### src/rtl/aes_pkg.sv
// aes_pkg: shared AES datapath constants and types.
//   AES_STATE_W  - width of one AES state / round key (128)
//   AES_WORD_W   - width of one AES column word (32)
//   round_key_t  - one expanded round key; banks are unpacked arrays of these
//   aes_beats()  - number of LANE_W-bit beats needed to carry one state
package aes_pkg;

    localparam int unsigned AES_STATE_W = 128;
    localparam int unsigned AES_WORD_W  = 32;

    typedef logic [AES_STATE_W-1:0] round_key_t;

    function automatic int unsigned aes_beats(input int unsigned lane_w);
        return AES_STATE_W / lane_w;
    endfunction

endpackage

### src/rtl/round_key_bank.sv
// round_key_bank: NUM_KEYS x 128-bit round-key register file.
//   clk, rst_n    - clock, async active-low reset (bank clears to zero)
//   wr_en_i       - write wr_data_i into slot wr_idx_i this cycle
//   wr_idx_i      - slot to write (out-of-range writes are ignored)
//   wr_data_i     - round key, word 0 in bits [31:0]
//   rd_idx_i      - slot to read
//   rd_beat_i     - which LANE_W slice of the key to return
//   rd_slice_o    - key[LANE_W*beat +: LANE_W]; zero for an out-of-range slot
module round_key_bank
    import aes_pkg::*;
#(
    parameter int unsigned LANE_W   = 32,
    parameter int unsigned NUM_KEYS = 11,
    parameter int unsigned IDX_W    = $clog2(NUM_KEYS),
    parameter int unsigned BEAT_W   = 2
) (
    input  logic              clk,
    input  logic              rst_n,
    input  logic              wr_en_i,
    input  logic [IDX_W-1:0]  wr_idx_i,
    input  round_key_t        wr_data_i,
    input  logic [IDX_W-1:0]  rd_idx_i,
    input  logic [BEAT_W-1:0] rd_beat_i,
    output logic [LANE_W-1:0] rd_slice_o
);

    round_key_t keys_q [NUM_KEYS];
    round_key_t rd_key;

    always_ff @(posedge clk or negedge rst_n) begin
        if (!rst_n) begin
            for (int unsigned i = 0; i < NUM_KEYS; i++) begin
                keys_q[i] <= '0;
            end
        end else if (wr_en_i && (32'(wr_idx_i) < NUM_KEYS)) begin
            keys_q[wr_idx_i] <= wr_data_i;
        end
    end

    // A shift rather than an indexed part-select keeps the single-beat
    // (LANE_W = 128) configuration free of out-of-range select warnings.
    always_comb begin
        rd_key = '0;
        if (32'(rd_idx_i) < NUM_KEYS) begin
            rd_key = keys_q[rd_idx_i];
        end
        rd_slice_o = LANE_W'(rd_key >> (LANE_W * 32'(rd_beat_i)));
    end

endmodule

### src/rtl/add_round_key_stream.sv
// add_round_key_stream: streaming AddRoundKey engine.
//   clk, rst_n                       - clock, async active-low reset
//   key_wr_en/key_wr_idx/key_wr_data - round-key bank write port
//   s_valid/s_ready/s_data/s_round   - input beats; s_round sampled on beat 0
//   m_valid/m_ready/m_data           - registered output beats (state ^ key)
//   m_last                           - final beat of a state
//   m_err                            - every beat of a state with index >= NUM_KEYS
module add_round_key_stream
    import aes_pkg::*;
#(
    parameter int unsigned LANE_W     = 32,
    parameter int unsigned NUM_KEYS   = 11,
    parameter int unsigned AUTO_ROUND = 0,
    localparam int unsigned IDX_W     = $clog2(NUM_KEYS)
) (
    input  logic              clk,
    input  logic              rst_n,
    input  logic              key_wr_en,
    input  logic [IDX_W-1:0]  key_wr_idx,
    input  logic [127:0]      key_wr_data,
    input  logic              s_valid,
    output logic              s_ready,
    input  logic [LANE_W-1:0] s_data,
    input  logic [IDX_W-1:0]  s_round,
    output logic              m_valid,
    input  logic              m_ready,
    output logic [LANE_W-1:0] m_data,
    output logic              m_last,
    output logic              m_err
);

    localparam int unsigned BEATS  = aes_beats(LANE_W);
    localparam int unsigned BEAT_W = (BEATS > 1) ? $clog2(BEATS) : 1;
    localparam logic [BEAT_W-1:0] LAST_BEAT = BEAT_W'(BEATS - 1);

    typedef enum logic {ST_FIRST, ST_BODY} beat_state_e;

    beat_state_e       state_q;
    logic [BEAT_W-1:0] beat_q;
    logic [IDX_W-1:0]  round_q;
    logic [IDX_W-1:0]  auto_q;
    logic              m_valid_q;
    logic [LANE_W-1:0] m_data_q;
    logic              m_last_q;
    logic              m_err_q;

    logic              accept;
    logic [IDX_W-1:0]  cur_idx;
    logic [BEAT_W-1:0] cur_beat;
    logic              cur_last;
    logic              cur_err;
    logic [LANE_W-1:0] key_slice;

    assign s_ready = !m_valid_q || m_ready;
    assign accept  = s_valid && s_ready;

    // Beat 0 reads the live index; later beats reuse the one latched on beat 0.
    always_comb begin
        cur_idx  = round_q;
        cur_beat = beat_q;
        if (state_q == ST_FIRST) begin
            cur_idx  = (AUTO_ROUND != 0) ? auto_q : s_round;
            cur_beat = '0;
        end
    end

    assign cur_last = (cur_beat == LAST_BEAT);
    assign cur_err  = (AUTO_ROUND == 0) && (32'(cur_idx) >= NUM_KEYS);

    round_key_bank #(
        .LANE_W   (LANE_W),
        .NUM_KEYS (NUM_KEYS),
        .IDX_W    (IDX_W),
        .BEAT_W   (BEAT_W)
    ) u_bank (
        .clk        (clk),
        .rst_n      (rst_n),
        .wr_en_i    (key_wr_en),
        .wr_idx_i   (key_wr_idx),
        .wr_data_i  (key_wr_data),
        .rd_idx_i   (cur_idx),
        .rd_beat_i  (cur_beat),
        .rd_slice_o (key_slice)
    );

    always_ff @(posedge clk or negedge rst_n) begin
        if (!rst_n) begin
            state_q   <= ST_FIRST;
            beat_q    <= '0;
            round_q   <= '0;
            auto_q    <= '0;
            m_valid_q <= 1'b0;
            m_data_q  <= '0;
            m_last_q  <= 1'b0;
            m_err_q   <= 1'b0;
        end else begin
            if (accept) begin
                m_valid_q <= 1'b1;
                m_data_q  <= s_data ^ key_slice;
                m_last_q  <= cur_last;
                m_err_q   <= cur_err;
            end else if (m_ready) begin
                m_valid_q <= 1'b0;
            end

            if (accept) begin
                case (state_q)
                    ST_FIRST: begin
                        round_q <= cur_idx;
                        if (BEATS > 1) begin
                            state_q <= ST_BODY;
                            beat_q  <= BEAT_W'(1);
                        end
                    end
                    ST_BODY: beat_q <= beat_q + 1'b1;
                    default: state_q <= ST_FIRST;
                endcase
                // Completing a state overrides the transitions above, which also
                // covers the single-beat case where FIRST is never left.
                if (cur_last) begin
                    state_q <= ST_FIRST;
                    beat_q  <= '0;
                    if (AUTO_ROUND != 0) begin
                        auto_q <= (auto_q == IDX_W'(NUM_KEYS - 1)) ? '0 : auto_q + 1'b1;
                    end
                end
            end
        end
    end

    assign m_valid = m_valid_q;
    assign m_data  = m_data_q;
    assign m_last  = m_last_q;
    assign m_err   = m_err_q;

endmodule

### config.mk
export PLATFORM = sky130hd
export DESIGN_NAME = add_round_key_stream
export DESIGN_NICKNAME = d
export VERILOG_FILES = /design/src/rtl/aes_pkg.sv /design/src/rtl/round_key_bank.sv /design/src/rtl/add_round_key_stream.sv
export SDC_FILE = /design/constraint.sdc
export NUM_CORES = 2
export LEC_CHECK = 0
export BUFFER_PORTS_ARGS = -buffer_cell sky130_fd_sc_hd__buf_2
export CAP_MARGIN = 20
export CORE_ASPECT_RATIO = 0.5
export CORE_MARGIN = 4
export CORE_UTILIZATION = 60
export CTS_CLUSTER_DIAMETER = 200
export DETAILED_ROUTE_END_ITERATION = 6
export PLACE_DENSITY_LB_ADDON = 0.2
export RECOVER_POWER = 100
export SLEW_MARGIN = 30
export SYNTH_ARGS = -nofsm -noshare
export SYNTH_HDL_FRONTEND = slang
export SYNTH_SLANG_ARGS = --single-unit
export TNS_END_PERCENT = 100
### constraint.sdc
create_clock -name clk -period 2.8 [get_ports clk]
set_input_delay 0 -clock clk [delete_from_list [all_inputs] [get_ports clk]]
set_output_delay 0 -clock clk [all_outputs]
set_load 0.01 [all_outputs]
# [Word-level counts from Yosys, hierarchy flattened]
# Cells that the tools add are included.
[word_totals] in_bits=173 ff_bits=1450 out_inout_bits=36
[op_classes] n_mux=14 magnitude_cmp=6 n_bitwise=4 eq_ne=1 n_shift=1 reduce_logical=7 addsub=1
[ops] operator="bitwise mux 1408 bit" count=1
[ops] operator="binary-select mux 128 bit (select 4 bit)" count=1
[ops] operator="demux 128 bit (select 4 bit)" count=1
[ops] operator="2-to-1 mux 128 bit" count=4
[ops] operator="right shift 128 x 7 -> 32 bit" count=1
[ops] operator="bitwise XOR 32 bit" count=1
[ops] operator="greater-or-equal comparator 5 bit (second input constant)" count=2
[ops] operator="inverter 4 -> 5 bit" count=2
[ops] operator="< comparator 4 bit (second input constant)" count=2
[ops] operator="< comparator 5 x 1 -> 1 bit (second input constant)" count=1
[ops] operator="greater-or-equal comparator 4 bit (second input constant)" count=1
[ops] operator="2-to-1 mux 2 bit" count=2
[ops] operator="2-to-1 mux 4 bit" count=1
[ops] operator="case mux 2 bit (2 select lines)" count=1
[ops] operator="logical AND 1 bit" count=3
[ops] operator="2-to-1 mux 1 bit" count=3
[ops] operator="adder 2 x 1 -> 2 bit (second input constant)" count=1
[ops] operator="equality test 2 bit (second input constant)" count=1
[ops] operator="AND reduction 2 bit" count=1
[ops] operator="nonzero test 2 bit" count=1
[ops] operator="zero test 1 bit" count=1
[ops] operator="logical OR 1 bit" count=1
[ops] operator="inverter 1 bit" count=1

# [Logic depth before layout (Yosys ltp)]
[logic_depth] depth_word=8 ltp_mapped=13

# [Modules after synthesis]
# A second synthesis with hierarchy kept.
[hier_totals] cells_unflattened=4369 area_unflattened_um2=66040.8
[modules_own_cells] mod="round_key_bank" cells_per_inst=4190 instances=1 area_per_inst_um2=63946.3
[modules_own_cells] mod="add_round_key_stream" cells_per_inst=179 instances=1 area_per_inst_um2=2094.5

# [Worst setup path after synthesis]
# No wires, ideal clock.
[synth_path] path_kind="reg-to-reg" from="reg state_q" to="reg m_data_q[12] (netlist: m_data[12])" arrival_time_ns=2.401 path_stages_with_launch=11 slack_ns=0.275 required_time_ns=2.676 n_path_buf=4 synth_period_minus_slack_ns=2.525 setup_ns=0.124 cell_sequence="dfrtp_1 -> mux2_4 -> buf_6 -> buf_6 -> buf_2 -> buf_2 -> mux2i_1 -> o221ai_1 -> a41o_1 -> a32o_1 -> a211o_1"
[synth_via] elab_chain_cells=8 word_cells_on_any_way=10 cone_classes="order compare: 1; shift: 1; mux: 6; bitwise: 2"
[synth_lines] element="from (decl)" line_no="add_round_key_stream.sv:38" source="beat_state_e state_q;"
[synth_lines] element="from (signal assigned)" line_no="add_round_key_stream.sv:88" source="state_q <= ST_FIRST;"
[synth_lines] element="from (signal assigned)" line_no="add_round_key_stream.sv:111" source="state_q <= ST_BODY;"
[synth_lines] element="from (signal assigned)" line_no="add_round_key_stream.sv:116" source="default: state_q <= ST_FIRST;"
[synth_lines] element="2-to-1 mux 4 bit" line_no="add_round_key_stream.sv:61" source="if (state_q == ST_FIRST) begin"
[synth_lines] element="inverter 4 -> 5 bit (not written as such)" line_no="round_key_bank.sv:45" source="rd_key = keys_q[rd_idx_i];"
[synth_lines] element="binary-select mux 128 bit (select 4 bit)" line_no="round_key_bank.sv:45"
[synth_lines] element="2-to-1 mux 128 bit (not written as such) (2 in series)" line_no="round_key_bank.sv:45"
[synth_lines] element="2-to-1 mux 128 bit" line_no="round_key_bank.sv:44" source="if (32'(rd_idx_i) < NUM_KEYS) begin"
[synth_lines] element="right shift 128 x 7 -> 32 bit (*)" line_no="round_key_bank.sv:47" source="rd_slice_o = LANE_W'(rd_key >> (LANE_W * 32'(rd_beat_i)));"
[synth_lines] element="bitwise XOR 32 bit (*)" line_no="add_round_key_stream.sv:99" source="m_data_q <= s_data ^ key_slice;"
[synth_lines] element="to (signal assigned)" line_no="add_round_key_stream.sv:99"
[synth_lines] element="to (decl)" line_no="add_round_key_stream.sv:43" source="logic [LANE_W-1:0] m_data_q;"
# Every way passes the cells marked *; elsewhere a longest branch is shown, timed or not. The select of a mux whose other input is x is not followed.
# A chain may end at the register's enable or synchronous reset.

# [Worst setup path in the final report]
[layout_path] from="reg state_q" to="reg m_data_q[11] (netlist: m_data[11])"
# The elaborated chain is that of the path after synthesis.

==> results.md <==
* Static leakage at about 35 nW
* Clk slew on worst S/H paths at roughly 70 ps
* Post-layout instance area at about 0.080 mm^2
* Sequential fraction of design power at ~33%
* Slew at the pin closest to its max-slew limit at 1913 ps
* # Max-Cap Violations at 4
* Cell taking the most area after synthesis: sky130_fd_sc_hd__dfrtp_1
* Aggregate routed wire length at 208600 um
* Ys async rst share at 100.0%
* Share of layout cells above drive strength 1 at between 40% and 50%
* Average instance area after synthesis at about 13 um^2
* Final critical delay including setup and external delays at 2967 ps
* Category of the most critical setup path: register to register
* Drt initial violations at slightly below 5000
* Top routing layer in use: met5
* Dominant synthesized flop cell: sky130_fd_sc_hd__dfrtp_1
* Crit Path Max Fanout at 8
* Post-place setup slack at -380.8 ps
* Signal arrival time at the worst endpoint at between 3000 and 4000 ps
* Combinational share of power at ~46%
* Total area of multi-input combinational cells at 0.02905 mm^2
* Amount of wire on met2 after detailed routing at a little under 100000 um
* Global route overflow at 0
* DIE AREA at roughly 0.12 mm^2
* Final setup violation count at 27
* Width of the die at between 400 and 500 um
* Yosys warning total at 0
* #FFs+latches synth at approximately 1500
* Clock latency on the worst-skew pair at ~760 ps
* Number of iterations in the first detailed-routing pass at 5
* Antenna violations before repair at 15
* Count of final hold-check violations at 0
* Final layout net count at between 5000 and 6000
* Clock Root Buffer: sky130_fd_sc_hd__clkbuf_16
* Sum of met3 wire segment lengths after detailed routing at 20150 um
* Detailed-route vias per instance at 6.527
* Routed via count at just under 50000
* Highest achievable clock rate at roughly 340 MHz
* Leading cell types by total area after synthesis: sky130_fd_sc_hd__dfrtp_1, sky130_fd_sc_hd__mux2_2, sky130_fd_sc_hd__nand2_1
* Critical path startpoint category: register
* IR drop worst, VDD at 617.4 uV
* GP Congestion at ~0.9
* Number of standard-cell rows in the floorplan at 86
* Final Non-Filler Cells at between 7000 and 8000
* Internal power consumption at roughly 54 mW
* Portion of the clock cycle consumed by the worst path in the final layout at 106.0%
* Core box area at between 0.1 and 0.15 mm^2
* CTS tree: yes
* Via count of the first global-routing pass at between 40000 and 50000
* Worst Clk Skew at approximately 27 ps
* GRT Overall Usage at a little over a third
* Final HPWL DP at about 130000 um
* Share of the synthesized area in the top cell type at a little over half
* Unrepaired setup endpoints after global routing: true
* Maximum level of the CTS H-tree at 4
* Class of the worst hold path: input port to register
* Final Worst Setup Slack at -166.8 ps
* Count of flip-flops with a built-in enable after synthesis at 0
* Number of buffers added on ports at around 210
* Commonest non-fill, non-tap cells in the layout: sky130_fd_sc_hd__dfrtp_1, sky130_fd_sc_hd__mux2_2, sky130_fd_sc_hd__nand2_1
* Critical Path Sink Type: register
* Number of design rule violations left after detail routing at 0
* PwrDens at ~1100 mW/mm^2
* Total number of clock tree sinks at around 1500
* Switching pwr at between 30 and 40 mW
* First-pass GRT wire length at 310400 um
* Wirelength per Cell at approximately 28 um
* Post-Place Cell Area at a little over 0.07 mm^2
* Final antenna-violating net count at 0
* Area of the mapped netlist at between 0.06 and 0.07 mm^2
* Area occupied by registers at 0.03629 mm^2
* Distinct cell type count of the synthesized netlist at 55
* Cell count after synthesis at around 5300
* Initial standard-cell utilization of the core at between 60% and 70%
* Max-slew violations at 127
* Inserted Clock Buffers at 132
* Critical Path RT at approximately 3400 ps
* Relative max-transition margin at -27.53%
* Instance count after placement with tap cells included at about 6900
* Most frequent standard cell in the layout excluding fill and tap cells: sky130_fd_sc_hd__dfrtp_1
* Share of the yosys chip area belonging to registers at between 50% and 60%
* Syn-to-layout area delta at 18.70%
* Max Buffers Root-to-Sink at 3
* Run status: finished, violations left
* Mapped Nets at 5513
* Routed met1 length at around 84000 um
* Pin count of the biggest net entering global routing at between 100 and 150
* # IOs at 209
* Sw frac at 37.46%
* Number of fill cells in the layout at 7130
* Clock Power Share at a little over a fifth
* Die Y-Extent at 244.4 um
* Violated checks: max-capacitance violations, max-slew violations, negative setup slack
-- critical path, cell delays in order (launching register included) --
cell	delay, ps
sky130_fd_sc_hd__dfrtp_2	440
sky130_fd_sc_hd__buf_8	160
sky130_fd_sc_hd__mux2_8	400
sky130_fd_sc_hd__buf_12	170
sky130_fd_sc_hd__buf_16	170
sky130_fd_sc_hd__mux2i_1	140
sky130_fd_sc_hd__mux2i_1	170
sky130_fd_sc_hd__o2111ai_1	190
sky130_fd_sc_hd__a22o_2	360
sky130_fd_sc_hd__o2111a_1	140
sky130_fd_sc_hd__or4b_1	500
-- synthesized netlist by cell type, drive strengths merged, types with 3 or more instances --
library cell  number
a32oi             32
a2bb2oi            6
o2111ai           97
a32o              16
o21a               6
o2bb2ai           38
nor3              16
o31ai              7
dfrtp           1450
o211a             10
nor2              52
o221ai            31
nand3b             3
nand2b             6
nand3            258
mux4              64
a211oi            16
nand2            703
a41o              15
and3              33
inv               42
a22oi             22
a41oi             10
a22o              11
and4               6
o211ai            16
mux2i            233
a211o             16
a21oi             91
and2               5
buf              158
or4b              10
clkbuf           357
o21ai             98
mux2            1385
o2111a            10
-- sequential cells by signal, summed over array words and instances, names as in the netlist --
register and flops:
state_q 1, m_valid 1, m_err 1, m_data 32
m_last 1, beat_q 2, round_q 4, u_bank.keys_q 1408
-- area by class of cell --
| class | count | share of cell area, % |
|---|---|---|
| Antenna cell | 13 | 0.04088 |
| Clock buffer | 196 | 5.016 |
| Clock inverter | 31 | 0.3507 |
| Inverter | 42 | 0.1981 |
| Multi-Input combinational cell | 3334 | 36.51 |
| Sequential cell | 1450 | 45.60 |
| Tap cell | 1496 | 2.352 |
| Timing Repair Buffer | 858 | 9.925 |
-- logic make-up (layout without fill, tap and decap cells) --
kind of cell           count (synthesis)  count (layout)  share of synthesized area (%)
muxes                               1682            1683                          28.97
buffers and inverters                557            1127                          3.699
DFF                                 1450            1450                          54.13
and+or+nand+nor                     1098            1098                          7.044
other                                  0              13                              0
AOI/OAI and AO/OA                    553             553                          6.165
-- metrics by stage --
step	power [mW]	hold slack, ps	utilization (%)	TNS [ps]
after floorplan	47.73	-295.6	-	0
after global placement	62.23	-11.19	65.53	-3709
after detailed placement	63.37	-4.397	65.53	-5117
after CTS	83.63	18.21	71.70	-1062
after global routing	90.14	101.5	71.99	-6297
final	86.90	88.93	72.00	-1911
-- power by group through the flow --
stage                     Combinational [mW]  Sequential [mW]  Clock [mW]
final                                   39.8             28.8        18.3
after global placement                  33.7             28.6           0
after detailed placement                34.4             29.0           0
after floorplan                         19.6             28.2           0
after global routing                    41.6             29.2        19.3
after CTS                               36.6             28.6        18.4
-- worst paths after layout --
kind | start | end | cells past startpoint | slack [ps]
setup reg to reg | state_q$_DFFE_PN0P_ | m_data[11]$_DFFE_PN0P_ | 10 | -170
setup / recovery | state_q$_DFFE_PN0P_ | m_data[11]$_DFFE_PN0P_ | 10 | -170
max in group asynchronous | rst_n | u_bank.keys_q[436]$_DFFE_PN0P_ | 4 | 150
min in group asynchronous | rst_n | u_bank.keys_q[452]$_DFFE_PN0P_ | 3 | 1000
hold reg to reg | m_data[4]$_DFFE_PN0P_ | m_data[4]$_DFFE_PN0P_ | 2 | 490
hold / removal | key_wr_idx[2] | u_bank.keys_q[396]$_DFFE_PN0P_ | 4 | 90
-- routing by layer --
layer	global-route usage, %	vias to the layer above
li1	-	20143
met1	47.87	25309
met2	54.22	2447
met3	8.525	523
met4	12.81	6
met5	0	-
-- timing repair --
action | in CTS | in global routing
endpoints found under the setup margin | 32 | 32
buffers inserted | 23 | 21
pin swaps | 13 | 42
resized for setup | 75 | 129
hold buffers | 177 | 0
endpoints found under the hold margin | 2721 | 0
cloned | 7 | 10
(Power assumes the default switching activity.)
